<file path="config.mk">
export PLATFORM = sky130hd
export DESIGN_NAME = lm32_icache_refill_ctrl
export DESIGN_NICKNAME = d
export VERILOG_FILES = /design/src/rtl/lm32_icache_refill_ctrl_pkg.sv /design/src/rtl/lm32_irefill_watchdog.sv /design/src/rtl/lm32_icache_refill_ctrl.sv
export SDC_FILE = /design/constraint.sdc
export NUM_CORES = 1
export LEC_CHECK = 0
export CAP_MARGIN = 20
export CORE_UTILIZATION = 28
export DETAILED_ROUTE_END_ITERATION = 16
export PLACE_DENSITY = 0.82
export SLEW_MARGIN = 0
export SYNTH_ARGS = -nofsm -noshare
export SYNTH_HDL_FRONTEND = slang
export SYNTH_SLANG_ARGS = --single-unit
</file>
<file path="constraint.sdc">
create_clock -name clk_i -period 1.5 [get_ports clk_i]
set_clock_uncertainty 0.05 [all_clocks]
set_input_delay 0.45 -clock clk_i [delete_from_list [all_inputs] [get_ports clk_i]]
set_output_delay 0.45 -clock clk_i [all_outputs]
set_load 0.005 [all_outputs]
</file>
<file path="src/rtl/lm32_icache_refill_ctrl_pkg.sv">
// Shared definitions for the LM32 instruction-cache refill controller.
// Holds the FSM state encoding, Wishbone cycle/burst type constants and the word-address width.
// Also provides a width-clamp helper used to size the optional watchdog counter.
package lm32_icache_refill_ctrl_pkg;

    localparam int WORD_ADR_W = 30;            // LM32 word address covers byte address bits [31:2]

    typedef enum logic {
        IDLE  = 1'b0,
        BURST = 1'b1
    } state_t;

    localparam logic [2:0] CTI_INCR   = 3'b010;
    localparam logic [2:0] CTI_END    = 3'b111;
    localparam logic [1:0] BTE_LINEAR = 2'b00;
    localparam logic [3:0] SEL_ALL    = 4'b1111;

    function automatic int clamp_width(input int w, input int lo, input int hi);
        if (w < lo) return lo;
        if (w > hi) return hi;
        return w;
    endfunction

endpackage

</file>
<file path="src/rtl/lm32_irefill_watchdog.sv">
// Per-beat watchdog: counts stalled strobe cycles and fires when the limit is reached.
// Latency: o_timeout is combinational once the count equals timeout_cycles.
// Backpressure: none; clears on every completed beat, on timeout, or when no strobe is active.
// Ports: clk_i/rst_i clock and async active-low reset; i_active strobe outstanding;
//        i_clear beat completed by the slave; o_timeout treat this cycle as an errored beat.
module lm32_irefill_watchdog
    import lm32_icache_refill_ctrl_pkg::*;
#(
    parameter int timeout_cycles = 255
) (
    input  logic clk_i,
    input  logic rst_i,
    input  logic i_active,
    input  logic i_clear,
    output logic o_timeout
);

    localparam int CNT_W = clamp_width($clog2(timeout_cycles + 1), 8, 16);
    localparam logic [CNT_W-1:0] LIMIT = CNT_W'(timeout_cycles);

    logic [CNT_W-1:0] r_cnt;

    // r_cnt equals the number of stalled cycles already spent on this beat.
    assign o_timeout = i_active & ~i_clear & (r_cnt == LIMIT);

    always_ff @(posedge clk_i or negedge rst_i) begin
        if (!rst_i) begin
            r_cnt <= '0;
        end else if (!i_active || i_clear || o_timeout) begin
            r_cnt <= '0;
        end else begin
            r_cnt <= r_cnt + CNT_W'(1);
        end
    end

endmodule

</file>
<file path="src/rtl/lm32_icache_refill_ctrl.sv">
// Wishbone B3 instruction-bus master that refills one icache line as an incrementing burst from word 0.
// Latency: first address one cycle after refill_request; refill_ready is combinational with ack/err.
// Backpressure: slave stalls (no ack/err, or rty) hold address and strobe; errored beats still advance.
// Ports: clk_i/rst_i clock and async active-low reset; refill_request/refill_address from the cache;
//        refill_ready/refill_data/bus_error_f back to cache and fetch; i_* Wishbone instruction port.
// Optional: define LM32_IREFILL_TIMEOUT_EN to turn a beat stalled for timeout_cycles into an error beat.
module lm32_icache_refill_ctrl
    import lm32_icache_refill_ctrl_pkg::*;
#(
    parameter int bytes_per_line = 16,
    parameter int timeout_cycles = 255
) (
    input  logic                  clk_i,
    input  logic                  rst_i,
    input  logic                  refill_request,
    input  logic [WORD_ADR_W-1:0] refill_address,
    output logic                  refill_ready,
    output logic [31:0]           refill_data,
    output logic                  bus_error_f,
    output logic                  i_cyc_o,
    output logic                  i_stb_o,
    output logic [31:0]           i_adr_o,
    output logic [2:0]            i_cti_o,
    output logic [1:0]            i_bte_o,
    output logic [3:0]            i_sel_o,
    output logic                  i_we_o,
    input  logic [31:0]           i_dat_i,
    input  logic                  i_ack_i,
    input  logic                  i_err_i,
    input  logic                  i_rty_i
);

    localparam int WPL   = bytes_per_line / 4;
    localparam int WB    = $clog2(WPL);
    localparam int CNT_W = (WB == 0) ? 1 : WB;
    localparam logic [WORD_ADR_W-1:0] OFFSET_MASK = WORD_ADR_W'(WPL - 1);
    localparam logic [CNT_W-1:0]      LAST_WORD   = CNT_W'(WPL - 1);

    state_t                r_state, w_state_nxt;
    logic                  r_cyc, w_cyc_nxt;
    logic                  r_stb, w_stb_nxt;
    logic [WORD_ADR_W-1:0] r_line_base, w_line_base_nxt;
    logic [CNT_W-1:0]      r_word_cnt, w_word_cnt_nxt;
    logic                  r_bus_error_f, w_bus_error_nxt;

    logic w_active;
    logic w_timeout;
    logic w_beat_done;
    logic w_beat_err;
    logic w_last;
    logic w_unused;

    // Retry needs no handling of its own: without ack/err no beat completes, so the
    // address and strobe are simply held and the slave re-presents the beat.
    assign w_unused = &{1'b0, i_rty_i, (timeout_cycles > 0)};

    assign w_active    = (r_state == BURST) & r_stb;
    assign w_beat_done = w_active & (i_ack_i | i_err_i | w_timeout);
    assign w_beat_err  = w_active & (i_err_i | w_timeout);   // err wins over a simultaneous ack
    assign w_last      = (r_word_cnt == LAST_WORD);

`ifdef LM32_IREFILL_TIMEOUT_EN
    lm32_irefill_watchdog #(
        .timeout_cycles(timeout_cycles)
    ) u_watchdog (
        .clk_i    (clk_i),
        .rst_i    (rst_i),
        .i_active (w_active),
        .i_clear  (i_ack_i | i_err_i),
        .o_timeout(w_timeout)
    );
`else
    assign w_timeout = 1'b0;
`endif

    assign refill_ready = w_beat_done;
    assign refill_data  = (w_beat_done && !w_beat_err) ? i_dat_i : 32'h0;
    assign bus_error_f  = r_bus_error_f;

    assign i_cyc_o = r_cyc;
    assign i_stb_o = r_stb;
    // Line base has its offset bits cleared, so OR-ing the word counter forms the beat address.
    assign i_adr_o = {r_line_base | WORD_ADR_W'(r_word_cnt), 2'b00};
    assign i_cti_o = (r_cyc && !w_last) ? CTI_INCR : CTI_END;
    assign i_bte_o = BTE_LINEAR;
    assign i_sel_o = SEL_ALL;
    assign i_we_o  = 1'b0;

    always_comb begin
        w_state_nxt     = r_state;
        w_cyc_nxt       = r_cyc;
        w_stb_nxt       = r_stb;
        w_line_base_nxt = r_line_base;
        w_word_cnt_nxt  = r_word_cnt;
        w_bus_error_nxt = r_bus_error_f;
        case (r_state)
            IDLE: begin
                if (refill_request) begin
                    w_state_nxt     = BURST;
                    w_cyc_nxt       = 1'b1;
                    w_stb_nxt       = 1'b1;
                    w_line_base_nxt = refill_address & ~OFFSET_MASK;
                    w_word_cnt_nxt  = '0;
                    w_bus_error_nxt = 1'b0;
                end
            end
            BURST: begin
                if (w_beat_done) begin
                    w_word_cnt_nxt = w_last ? '0 : r_word_cnt + CNT_W'(1);
                    if (w_beat_err) begin
                        w_bus_error_nxt = 1'b1;
                    end
                    if (w_last) begin
                        w_state_nxt = IDLE;
                        w_cyc_nxt   = 1'b0;
                        w_stb_nxt   = 1'b0;
                    end
                end
            end
            default: begin
                w_state_nxt = IDLE;
                w_cyc_nxt   = 1'b0;
                w_stb_nxt   = 1'b0;
            end
        endcase
    end

    always_ff @(posedge clk_i or negedge rst_i) begin
        if (!rst_i) begin
            r_state       <= IDLE;
            r_cyc         <= 1'b0;
            r_stb         <= 1'b0;
            r_line_base   <= '0;
            r_word_cnt    <= '0;
            r_bus_error_f <= 1'b0;
        end else begin
            r_state       <= w_state_nxt;
            r_cyc         <= w_cyc_nxt;
            r_stb         <= w_stb_nxt;
            r_line_base   <= w_line_base_nxt;
            r_word_cnt    <= w_word_cnt_nxt;
            r_bus_error_f <= w_bus_error_nxt;
        end
    end

endmodule

</file>
==> run metrics <==
dpl ws -1.14 ns; Yosys top cell by area dfrtp_1; Synth Cell Area 1660 µm²; Max-cap violations 0; CP dominant cell by count buf_6; hold path startpoint r_line_base[14]; CTS Buf Count 5; Residual DRC 0; crit share post-route 1.29; Reg2Reg Setup Slack -0.08 ns; global-route wire length before repair 9.43 mm; final instance area 3770 µm²; Diodes inserted 0; Final Util 0.672; status finished with violations; kind of critical path reg -> out; Yosys Warn Count 0; synthesized flop and latch total 33; most frequent cells in the layout clkdlybuf4s50_1 (62), buf_6 (59), and2_4 (31), dfrtp_1 (31), dlygate4sd2_1 (29); Clk Latency, worst-skew pair 0.29 ns; Final WS setup -0.435 ns; CORE AREA 5610 µm²; leakage power 0.00181 µW; Post-Synth Adder-Cell Area 0.00754; pin count of the biggest net entering global routing 34; CP Data Required Time 1.00 ns; I/O Buffers 132; Yosys cell types 19; Die Wd 79.0 µm; nets@finish 377; H-tree levels 2; Placer Congestion 0.703; DRT antenna net count 0; die area 6240 µm²; Worst EP arrival 1.44 ns; Max VDD drop 0.891 mV; Final Critical Period 1.94 ns; ranking of synthesized cells by area dfrtp_1 (50%), mux2_2 (18%), and2_2 (9.5%); Critical Path, Cell by Cell and4b_2, buf_6, and2_4, buf_6; FF-to-FF Start r_state; xor/xnor share of the synthesized area 0; synthesis-to-finish area growth 127%; Overall Power 5660 µW; GRT Total Usage 0.202; post-synthesis compound-gate area fraction 0.0211; reg2reg end r_line_base[19]; clk sinks 33; final hold vios 0; Hold Path Stages 1; WL/cell 16.7 µm; crit-path max FO 5; GRT Residual Overflow 0; worst min path class reg -> reg; # IOs 146; max incr delay on CP 0.45 ns; area share of the largest cell type after synthesis 0.498; DPL Wire Length 3.47 mm; hold endpoint r_line_base[14]; final wirelength 6.36 mm; endpoints failing setup 67; CTS max path bufs 2; mux share of post-synthesis cell area 0.192; Startpoint Class flip-flop; simple-gate area share of the yosys netlist 0.177; Via density 4.41; Mapped Cells 132; Crit-path slowest cell dfrtp_2; CTS Hold Bufs 0; fmax 517 MHz; Syn Area/Cell 12.6 µm²; failing checks negative setup slack; Worst Reg-to-Reg Cells 6; main combinational cell family by area after synthesis multiplexers; Max Transition Viols Final 0; chip height 79.0 µm; proportion of layout cells with a drive suffix above 1 0.540; register area share after synthesis 0.498; CTS tree yes; RSZ-0062 raised after global routing true; vias in the first global route 1803; Reg clk slew, reported paths 0.07 ns; dpl cell area 3070 µm²; CTS Root Cell clkbuf_8; crit path capture type primary output; Starting Density 0.296; first-pass iteration count of the detailed router 4; most common cell after layout, fill and taps aside clkdlybuf4s50_1; Rows 27; initial DRC count 56; initial antenna violation count 0; PwrDens 1500 nW/µm²; Vias 1680
-- state kept, by name (all words and copies together) (netlist names) --
signal	cells
r_line_base	28
r_word_cnt	2
bus_error_f	1
i_stb_o	1
r_state	1
-- area by class of cell --
type,instances,area [µm²]
clock buffers,5,68.8
clock inverters,3,17.5
repair buffers,176,1830
inverters,2,7.51
multi-input cells,90,922
flip-flops and latches,33,828
well taps,72,90.1
fillers,413,1840
-- stage by stage --
step / cells / hold WS [ns] / TNS (ns)
floorplan: 140 / 0.104 / -1.22
global placement: 337 / 0.439 / -44.95
detailed placement: 337 / 0.446 / -46.98
CTS: 382 / 0.459 / -16.06
global route: 381 / 0.474 / -18.39
finish: 381 / 0.458 / -15.39
-- cell usage after synthesis --
cell type / number
inv_1: 2
buf_6: 6
a21oi_1: 4
mux2_4: 1
dfrtp_1: 33
nand3b_1: 2
nor2b_4: 1
ha_1: 1
and2_2: 21
o211ai_1: 1
nor2_1: 3
buf_4: 12
conb_1: 2
and2_1: 11
nand2_1: 2
nand2b_1: 1
mux2_2: 27
o31ai_1: 1
and4b_4: 1
-- what timing repair did --
action	CTS	global route
pin swaps	29	13
buffers inserted	32	8
setup endpoints to repair	90	69
gates cloned	6	1
gates resized for setup	294	36
hold endpoints to repair	0	0
-- worst max-delay path by stage --
stage | end | start | slack (ns) | cells after the start
floorplan | refill_data[10] | i_err_i | -0.04 | 3
CTS | refill_data[19] | r_state | -0.44 | 4
finish | refill_data[11] | r_state | -0.44 | 4
global route | refill_data[11] | r_state | -0.49 | 4
global placement | refill_data[5] | i_err_i | -1.09 | 4
detailed placement | refill_data[25] | i_err_i | -1.14 | 4
-- cell families after synthesis --
logic type                 after synthesis
AOI/OAI and AO/OA                        6
muxes                                   28
adders and majority gates                1
and+or+nand+nor                         42
DFF                                     33
other                                    2
buffers and inverters                   20
-- where the power goes --
part,internal (µW),switching [µW],total [µW]
combinational,2280,1100,3380
sequential,1340,270,1610
clock,320,346,666
total,3950,1710,5660
-- per-layer routing --
layer | GRT usage | share of wire | up-vias
li1 | - | - | 769
met1 | 0.224 | 0.40 | 799
met2 | 0.351 | 0.50 | 97
met3 | 0.0678 | 0.075 | 15
met4 | 0.0818 | 0.022 | 0
met5 | 0 | 0 | -
-- worst max-delay path, delay by kind of cell (launching register included) --
kind,cells,cell delay [ns]
buffers and inverters,2,0.25
DFF,1,0.45
and+or+nand+nor,2,0.45
Note: power is estimated with default switching activity, not from simulation.
